File: src/rtl/priority_arbiter_4_to_2_if.sv
// priority_arbiter_4_to_2_if: request/grant bundle between masters and the arbiter
interface priority_arbiter_4_to_2_if;
    logic [3:0] req;
    logic [3:0] grant;
    logic [1:0] grant_id;
    logic       grant_valid;
    logic       timeout;
    modport master (output req, input grant, grant_id, grant_valid, timeout);
    modport slave  (input req, output grant, grant_id, grant_valid, timeout);
endinterface

File: src/rtl/priority_arbiter_4_to_2.sv
// priority_arbiter_4_to_2: fixed-priority 4-way arbiter with hold limit and one-shot mask after a forced release
module priority_arbiter_4_to_2 #(
    parameter int unsigned MAX_HOLD = 8
) (
    input  logic                       clk,
    input  logic                       rst,
    priority_arbiter_4_to_2_if.slave   io_bus
);
    typedef enum logic [1:0] {IDLE, BUSY, RELEASE} state_t;
    localparam logic [7:0] LAST = 8'(MAX_HOLD - 1);
    state_t     r_state, w_state_nx;
    logic [3:0] r_grant, w_grant_nx, r_mask, w_mask_nx, w_eff_m, w_eff;
    logic [1:0] r_grant_id, w_grant_id_nx, w_top;
    logic       r_grant_valid, w_grant_valid_nx, r_timeout, w_timeout_nx;
    logic [7:0] r_hold_cnt, w_hold_cnt_nx;
    // a requester that just timed out is skipped once, unless it is the only one asking
    assign w_eff_m = io_bus.req & ~r_mask;
    assign w_eff   = |w_eff_m ? w_eff_m : io_bus.req;
    assign w_top   = w_eff[3] ? 2'd3 : w_eff[2] ? 2'd2 : w_eff[1] ? 2'd1 : 2'd0;
    always_comb begin
        w_state_nx       = r_state;
        w_grant_nx       = r_grant;
        w_grant_id_nx    = r_grant_id;
        w_grant_valid_nx = r_grant_valid;
        w_timeout_nx     = 1'b0;
        w_hold_cnt_nx    = r_hold_cnt;
        w_mask_nx        = r_mask;
        case (r_state)
            IDLE: if (|w_eff) begin
                w_state_nx       = BUSY;
                w_grant_nx       = 4'(1) << w_top;
                w_grant_id_nx    = w_top;
                w_grant_valid_nx = 1'b1;
                w_hold_cnt_nx    = 8'd0;
                w_mask_nx        = 4'd0;
            end
            BUSY: if (!io_bus.req[r_grant_id]) begin
                w_state_nx       = IDLE;
                w_grant_nx       = 4'd0;
                w_grant_valid_nx = 1'b0;
            end else if (r_hold_cnt == LAST) begin
                w_state_nx       = RELEASE;
                w_grant_nx       = 4'd0;
                w_grant_valid_nx = 1'b0;
                w_timeout_nx     = 1'b1;
                w_mask_nx        = r_grant;
            end else begin
                w_hold_cnt_nx    = r_hold_cnt + 8'd1;
            end
            default: w_state_nx = IDLE;
        endcase
    end
    always_ff @(posedge clk or posedge rst) begin
        if (rst) begin
            r_state       <= IDLE;
            r_grant       <= 4'd0;
            r_grant_id    <= 2'd0;
            r_grant_valid <= 1'b0;
            r_timeout     <= 1'b0;
            r_hold_cnt    <= 8'd0;
            r_mask        <= 4'd0;
        end else begin
            r_state       <= w_state_nx;
            r_grant       <= w_grant_nx;
            r_grant_id    <= w_grant_id_nx;
            r_grant_valid <= w_grant_valid_nx;
            r_timeout     <= w_timeout_nx;
            r_hold_cnt    <= w_hold_cnt_nx;
            r_mask        <= w_mask_nx;
        end
    end
    assign io_bus.grant       = r_grant;
    assign io_bus.grant_id    = r_grant_id;
    assign io_bus.grant_valid = r_grant_valid;
    assign io_bus.timeout     = r_timeout;
endmodule

File: src/flat_wrapper.sv
// flat-port wrapper written by rule: the top's interface ports become plain ports
module priority_arbiter_4_to_2_flat 
#(
    parameter int unsigned MAX_HOLD = 8
)
  (clk, rst, io_bus_req, io_bus_grant, io_bus_grant_id, io_bus_grant_valid, io_bus_timeout);
  priority_arbiter_4_to_2_if io_bus_i ();
  input  logic clk;
  input  logic rst;
  input wire logic [$bits(io_bus_i.req)-1:0] io_bus_req;
  output wire logic [$bits(io_bus_i.grant)-1:0] io_bus_grant;
  output wire logic [$bits(io_bus_i.grant_id)-1:0] io_bus_grant_id;
  output wire logic [$bits(io_bus_i.grant_valid)-1:0] io_bus_grant_valid;
  output wire logic [$bits(io_bus_i.timeout)-1:0] io_bus_timeout;
  assign io_bus_i.req = io_bus_req;
  assign io_bus_grant = io_bus_i.grant;
  assign io_bus_grant_id = io_bus_i.grant_id;
  assign io_bus_grant_valid = io_bus_i.grant_valid;
  assign io_bus_timeout = io_bus_i.timeout;
  priority_arbiter_4_to_2 #(.MAX_HOLD(MAX_HOLD)) u_core (.clk(clk), .rst(rst), .io_bus(io_bus_i));
endmodule
File: config.mk
export PLATFORM = sky130hd
export DESIGN_NAME = priority_arbiter_4_to_2_flat
export DESIGN_NICKNAME = d
export VERILOG_FILES = /design/src/rtl/priority_arbiter_4_to_2_if.sv /design/src/rtl/priority_arbiter_4_to_2.sv /design/src/flat_wrapper.sv
export SDC_FILE = /design/constraint.sdc
export NUM_CORES = 1
export LEC_CHECK = 0
export ABC_AREA = 1
export BUFFER_PORTS_ARGS = -buffer_cell sky130_fd_sc_hd__buf_4
export CORE_MARGIN = 4
export CORE_UTILIZATION = 51
export DETAILED_ROUTE_END_ITERATION = 10
export GPL_TIMING_DRIVEN = 0
export PLACE_DENSITY = 0.74
export SLEW_MARGIN = 30
export SYNTH_ARGS = -nofsm -noshare
export SYNTH_HDL_FRONTEND = slang
export SYNTH_SLANG_ARGS = --single-unit
File: constraint.sdc
create_clock -name clk -period 1.4 [get_ports clk]
set_input_delay 0.14 -clock clk [delete_from_list [all_inputs] [get_ports clk]]
set_output_delay 0.14 -clock clk [all_outputs]
set_load 0.01 [all_outputs]
After elaboration in Yosys (flattened, before gate mapping)

Cells that the tools add are included.

Bits in registers: 22

$add $sub $neg: 1
Magnitude comparators: 1
Eq/ne operators: 7
Shift-type cells: 1
Multiplexer cells: 29
Bitwise gates (word level): 2
Reductions and logical operators: 9

Operators by type and width:

| kind                  | number |
|---|---|
| $mux W4               | 7 |
| $mux W8               | 3 |
| $pmux W4 S2           | 2 |
| $pmux W8 S2           | 1 |
| $mux W2               | 5 |
| $add A8 B1 Y8 const B | 1 |
| $eq A8 B3 Y1 const B  | 1 |
| $mux W1               | 8 |
| $reduce_and A4 Y1     | 2 |
| $reduce_or A4 Y1      | 2 |
| $ne A2 B1 Y1 const B  | 3 |
| $and A4 B4 Y4         | 1 |
| $not A4 Y4            | 1 |
| $pmux W2 S2           | 1 |
| $reduce_and A2 Y1     | 2 |
| $shl A1 B2 Y4 const A | 1 |
| $lt A2 B3 Y1 const B  | 1 |
| $ne A3 B3 Y1 const B  | 1 |
| $reduce_and A3 Y1     | 1 |
| $bmux W1 S2           | 1 |
| $eq A2 B1 Y1 const B  | 1 |
| $logic_not A2 Y1      | 1 |
| $ne A2 B2 Y1 const B  | 1 |
| $pmux W1 S2           | 1 |
| $reduce_bool A2 Y1    | 1 |

Longest topological paths before layout

Word-level depth: 10
Depth in mapped cells: 13
Mapped depth without buffers: 12

Least setup slack after synthesis

OpenSTA, ideal clock, no wires.

Path kind: reg-to-reg
Start point: register u_core.r_hold_cnt[0]
End point: register u_core.r_grant[0], in the netlist u_core.io_bus.grant[0]
Data arrival time: 1423 ps
Data required time: 1281 ps
Slack: -142 ps
Cell stages (with the launch flop): 10
Cells stage by stage: dfrtp_1 ha_1 nand2_1 nor3_1 nand4_1 nand4_2 buf_6 nand3_2 nand2_1 nand2_1

Longest elaborated chain between the ends: 3

Ends and longest elaborated chain:

| what                        | RTL line                      | RTL |
|---|---|---|
| start: declaration          | priority_arbiter_4_to_2.sv:15 | `logic [7:0] r_hold_cnt, w_hold_cnt_nx;` |
| start signal: assignment    | priority_arbiter_4_to_2.sv:68 | `r_hold_cnt <= w_hold_cnt_nx;` |
| $eq A8 B3 Y1                | priority_arbiter_4_to_2.sv:41 | `end else if (r_hold_cnt == LAST) begin` |
| $ne A3 B3 Y1 (no line)      | -                             |  |
| $reduce_and A3 Y1 (no line) | -                             |  |
| end signal: assignment      | priority_arbiter_4_to_2.sv:64 | `r_grant <= w_grant_nx;` |
| end: declaration            | priority_arbiter_4_to_2.sv:12 | `logic [3:0] r_grant, w_grant_nx, r_mask, w_mask_nx, w_eff_m, w_eff;` |

No other way between the ends.
A chain may end at the register's enable or synchronous reset.

Worst setup path in the final report

Start point: register u_core.r_hold_cnt[0]
End point: register u_core.r_hold_cnt[2]

Longest elaborated chain between the ends: 4

Ends and longest elaborated chain:

| what          | RTL line                      | RTL |
|---|---|---|
| $add A8 B1 Y8 | priority_arbiter_4_to_2.sv:48 | `w_hold_cnt_nx = r_hold_cnt + 8'd1;` |
| $mux W8       | priority_arbiter_4_to_2.sv:41 |  |
| $mux W8       | priority_arbiter_4_to_2.sv:37 | `BUSY: if (!io_bus.req[r_grant_id]) begin` |
| $pmux W8 S2   | priority_arbiter_4_to_2.sv:28 | `case (r_state)` |

Parallel ways exist; a longest one is shown, timed or not. The select of a mux whose other input is x is not followed.

==> results.toml <==
[status]
status = "finished, violations left"
violations = "hold timing, setup timing"

[drt]
wl_per_cell_um = 14.5
ant_nets = 0
dr.pass1.iters = 4
wirelength_mm = 3.43
num_vias = 1237
vias_per_cell = 5.24
drc = 0
drt-initial-drc-count = 37

[timing]
worstMarginPinSlew_ns = 0.841
fin_worst_skew_ns = 0.00136
finalWorstSetupSlack_ns = -0.251
fin_crit_sh_pct = 118
finalSetupViolations = 20
holdWs_ns = -0.00747
fmax_ghz = 0.606
report.final.slew_viol_count = 0
rsz0062_at_grt = "yes"
min_period_ns = 1.65
hold_violations = 22
maxSlewHeadroom_pct = 43.9

[setup_path]
crit_arrival_ns = 1.86
crit_fanout = 6
reg2reg_depth = 9
cp-end-kind = "flop"
critical_path_required_ns = 1.61
critPathKind = "flop to flop"
crit_path_start_kind = "flop"

[place]
dp_cells = 210
io_buffers = 13
gp_congestion = 0.770
post-place-ws_ns = -0.336
dp_hpwl_mm = 2.04

[logic_synthesis]
synth_top_area_share_pct = 42.3
synth_fp_nets = 174
ys_top_cells_by_area = "dfrtp_1 (42%), nand2_1 (16%), inv_1 (4.9%), nand3_1 (4.6%), nor2_1 (4.0%)"
yosysSeqAreaShare_pct = 42.3
syn-cell-area_sq_um = 1300
yosysWarnings = 0
ys_types = 22
postSynthAreaPerCell_sq_um = 7.78
synth-seq-cells = 22
synth_top_area_cell = "dfrtp_1"
syn_inst = 167

[clock_network]
cts_hold_buf = 0
cts_root_buf = "clkbuf_4"
cts_tree = "yes"
clockBufferDepth = 2
cts_buffers = 3
htree_levels = 1
clkSlewWorstSetupHoldPaths_ns = 0.12
clock_sinks = 22
clock_latency_ns = 0.30

[cells_and_area]
antennaDiodeCount = 0
layout_common_cells = "nand2_1 (38), buf_4 (31), dfrtp_1 (22)"
nets = 214
syn_to_final_growth_pct = 38.4
fillers = 175
finalNonFillerCells = 236
final_common_cell = "nand2_1"
postLayoutCoreUtil_pct = 73.3
final_layout_size_suffix_gt1_share_pct = 41.3

[die]
start_util_pct = 53.0
ios = 14
core_sq_um = 2450
die_h_um = 58.5
num_rows = 18
die_x_um = 58.5
dieArea_sq_um = 3420

[grt]
grt_overflow = 0
grt_max_degree = 23
grt_pass1_vias = 1269
grt_pass1_wl_mm = 5.45
antenna_found_initial = 0
track_usage_pct = 21.1

[power]
leakagePower_nw = 0.905
totalPowerFinal_mw = 3.63
power.density_nw_per_um2 = 2020
peakVddDrop_mv = 1.29

[run]
maxCapViolations = 0

[worst_hold_path]
hp-class = "input port to async pin"
-- path summary, 6_finish.rpt --
| path | slack [ns] | startpoint | endpoint |
|---|---|---|---|
| setup / recovery | -0.25 | u_core.r_hold_cnt[0]$_DFFE_PP0P_ | u_core.r_hold_cnt[2]$_DFFE_PP0P_ |
| hold / removal | -0.007 | rst | u_core.r_hold_cnt[0]$_DFFE_PP0P_ |
| setup reg to reg | -0.25 | u_core.r_hold_cnt[0]$_DFFE_PP0P_ | u_core.r_hold_cnt[2]$_DFFE_PP0P_ |
| hold reg to reg | 0.49 | u_core.io_bus.grant_valid$_DFFE_PP0P_ | u_core.io_bus.grant_valid$_DFFE_PP0P_ |
| max in group asynchronous | 0.89 | rst | u_core.io_bus.grant_id[0]$_DFFE_PP0P_ |
| min in group clk | 0.33 | io_bus_req[0] | u_core.io_bus.timeout$_DFF_PP0_ |
-- synth_stat cells, drive strengths merged --
library cell	count
clkinv	2
nor3	6
nand3	17
a21oi	5
nor2	18
dfrtp	22
nand2	59
o21ai	8
nand4	9
ha	1
inv	17
buf	3
-- state kept, by name (all words and copies together), names as in the netlist --
register,count
u_core.io_bus.timeout,1
u_core.io_bus.grant_valid,1
u_core.r_hold_cnt,8
u_core.r_state,2
u_core.io_bus.grant_id,2
u_core.r_mask,4
u_core.io_bus.grant,4
-- final cells by class --
type	instances	area [sq um]	area share, %
tap	30	37.5	2.09
clock buffer	4	36.3	2.02
sequential	22	551	30.6
multi-input combinational	123	744	41.4
buffer	3	41.3	2.29
timing repair buffer	35	317	17.6
inverter	19	72.6	4.03
-- worst max-delay path: stages, from the launching register on --
cell and delay, ns:
dfrtp_1 0.41, ha_2 0.19, nand2_2 0.09, nor3_2 0.04, nand4_1 0.19, nand4_2 0.17
buf_6 0.18, buf_12 0.13, nand3_1 0.09, nand2_1 0.06
-- layer usage --
layer / vias to the layer above / part of all wire (%) / global-route usage (%)
met5: - / 0 / 0
met4: 0 / 1.4 / 6.95
met3: 6 / 2.8 / 2.19
met2: 24 / 58 / 41.6
met1: 587 / 38 / 23.0
li1: 620 / - / -
-- per-stage QoR --
stage | hold WS (ns) | setup TNS (ns) | cell area (sq um)
6_report | -0.00747 | -3.94 | 1800
3_5_place_dp | 0.354 | -4.52 | 1470
4_1_cts | 0.0114 | -3.85 | 1680
3_3_place_gp | 0.352 | -3.60 | 1470
5_1_grt | 0.0636 | -7.11 | 1800
2_1_floorplan | 0.129 | -1.06 | 1330
-- timing repair --
action | 4_1_cts | 5_1_grt
setup buffers | 14 | 6
gates resized for setup | 12 | 11
setup endpoints to repair | 22 | 22
cloned | 1 | 1
pin swaps | 24 | 13
-- cells by family (layout without fill, tap and decap cells) --
kind of cell / count (synthesis) / count (layout) / share of synthesized area, %
compound gates: 13 / 13 / 5.87
fa+ha+maj: 1 / 1 / 0.962
buf+inv: 22 / 61 / 8.37
flops: 22 / 22 / 42.3
simple gates: 109 / 109 / 42.4
-- report_power, final --
part / switching (mW) / leakage [nW] / total [mW] / internal [mW]
Sequential: 0.144 / 0.292 / 0.963 / 0.819
Clock: 0.190 / 0.0210 / 0.349 / 0.159
Combinational: 1.23 / 0.592 / 2.32 / 1.09
Power figures use the tool's default switching activity.
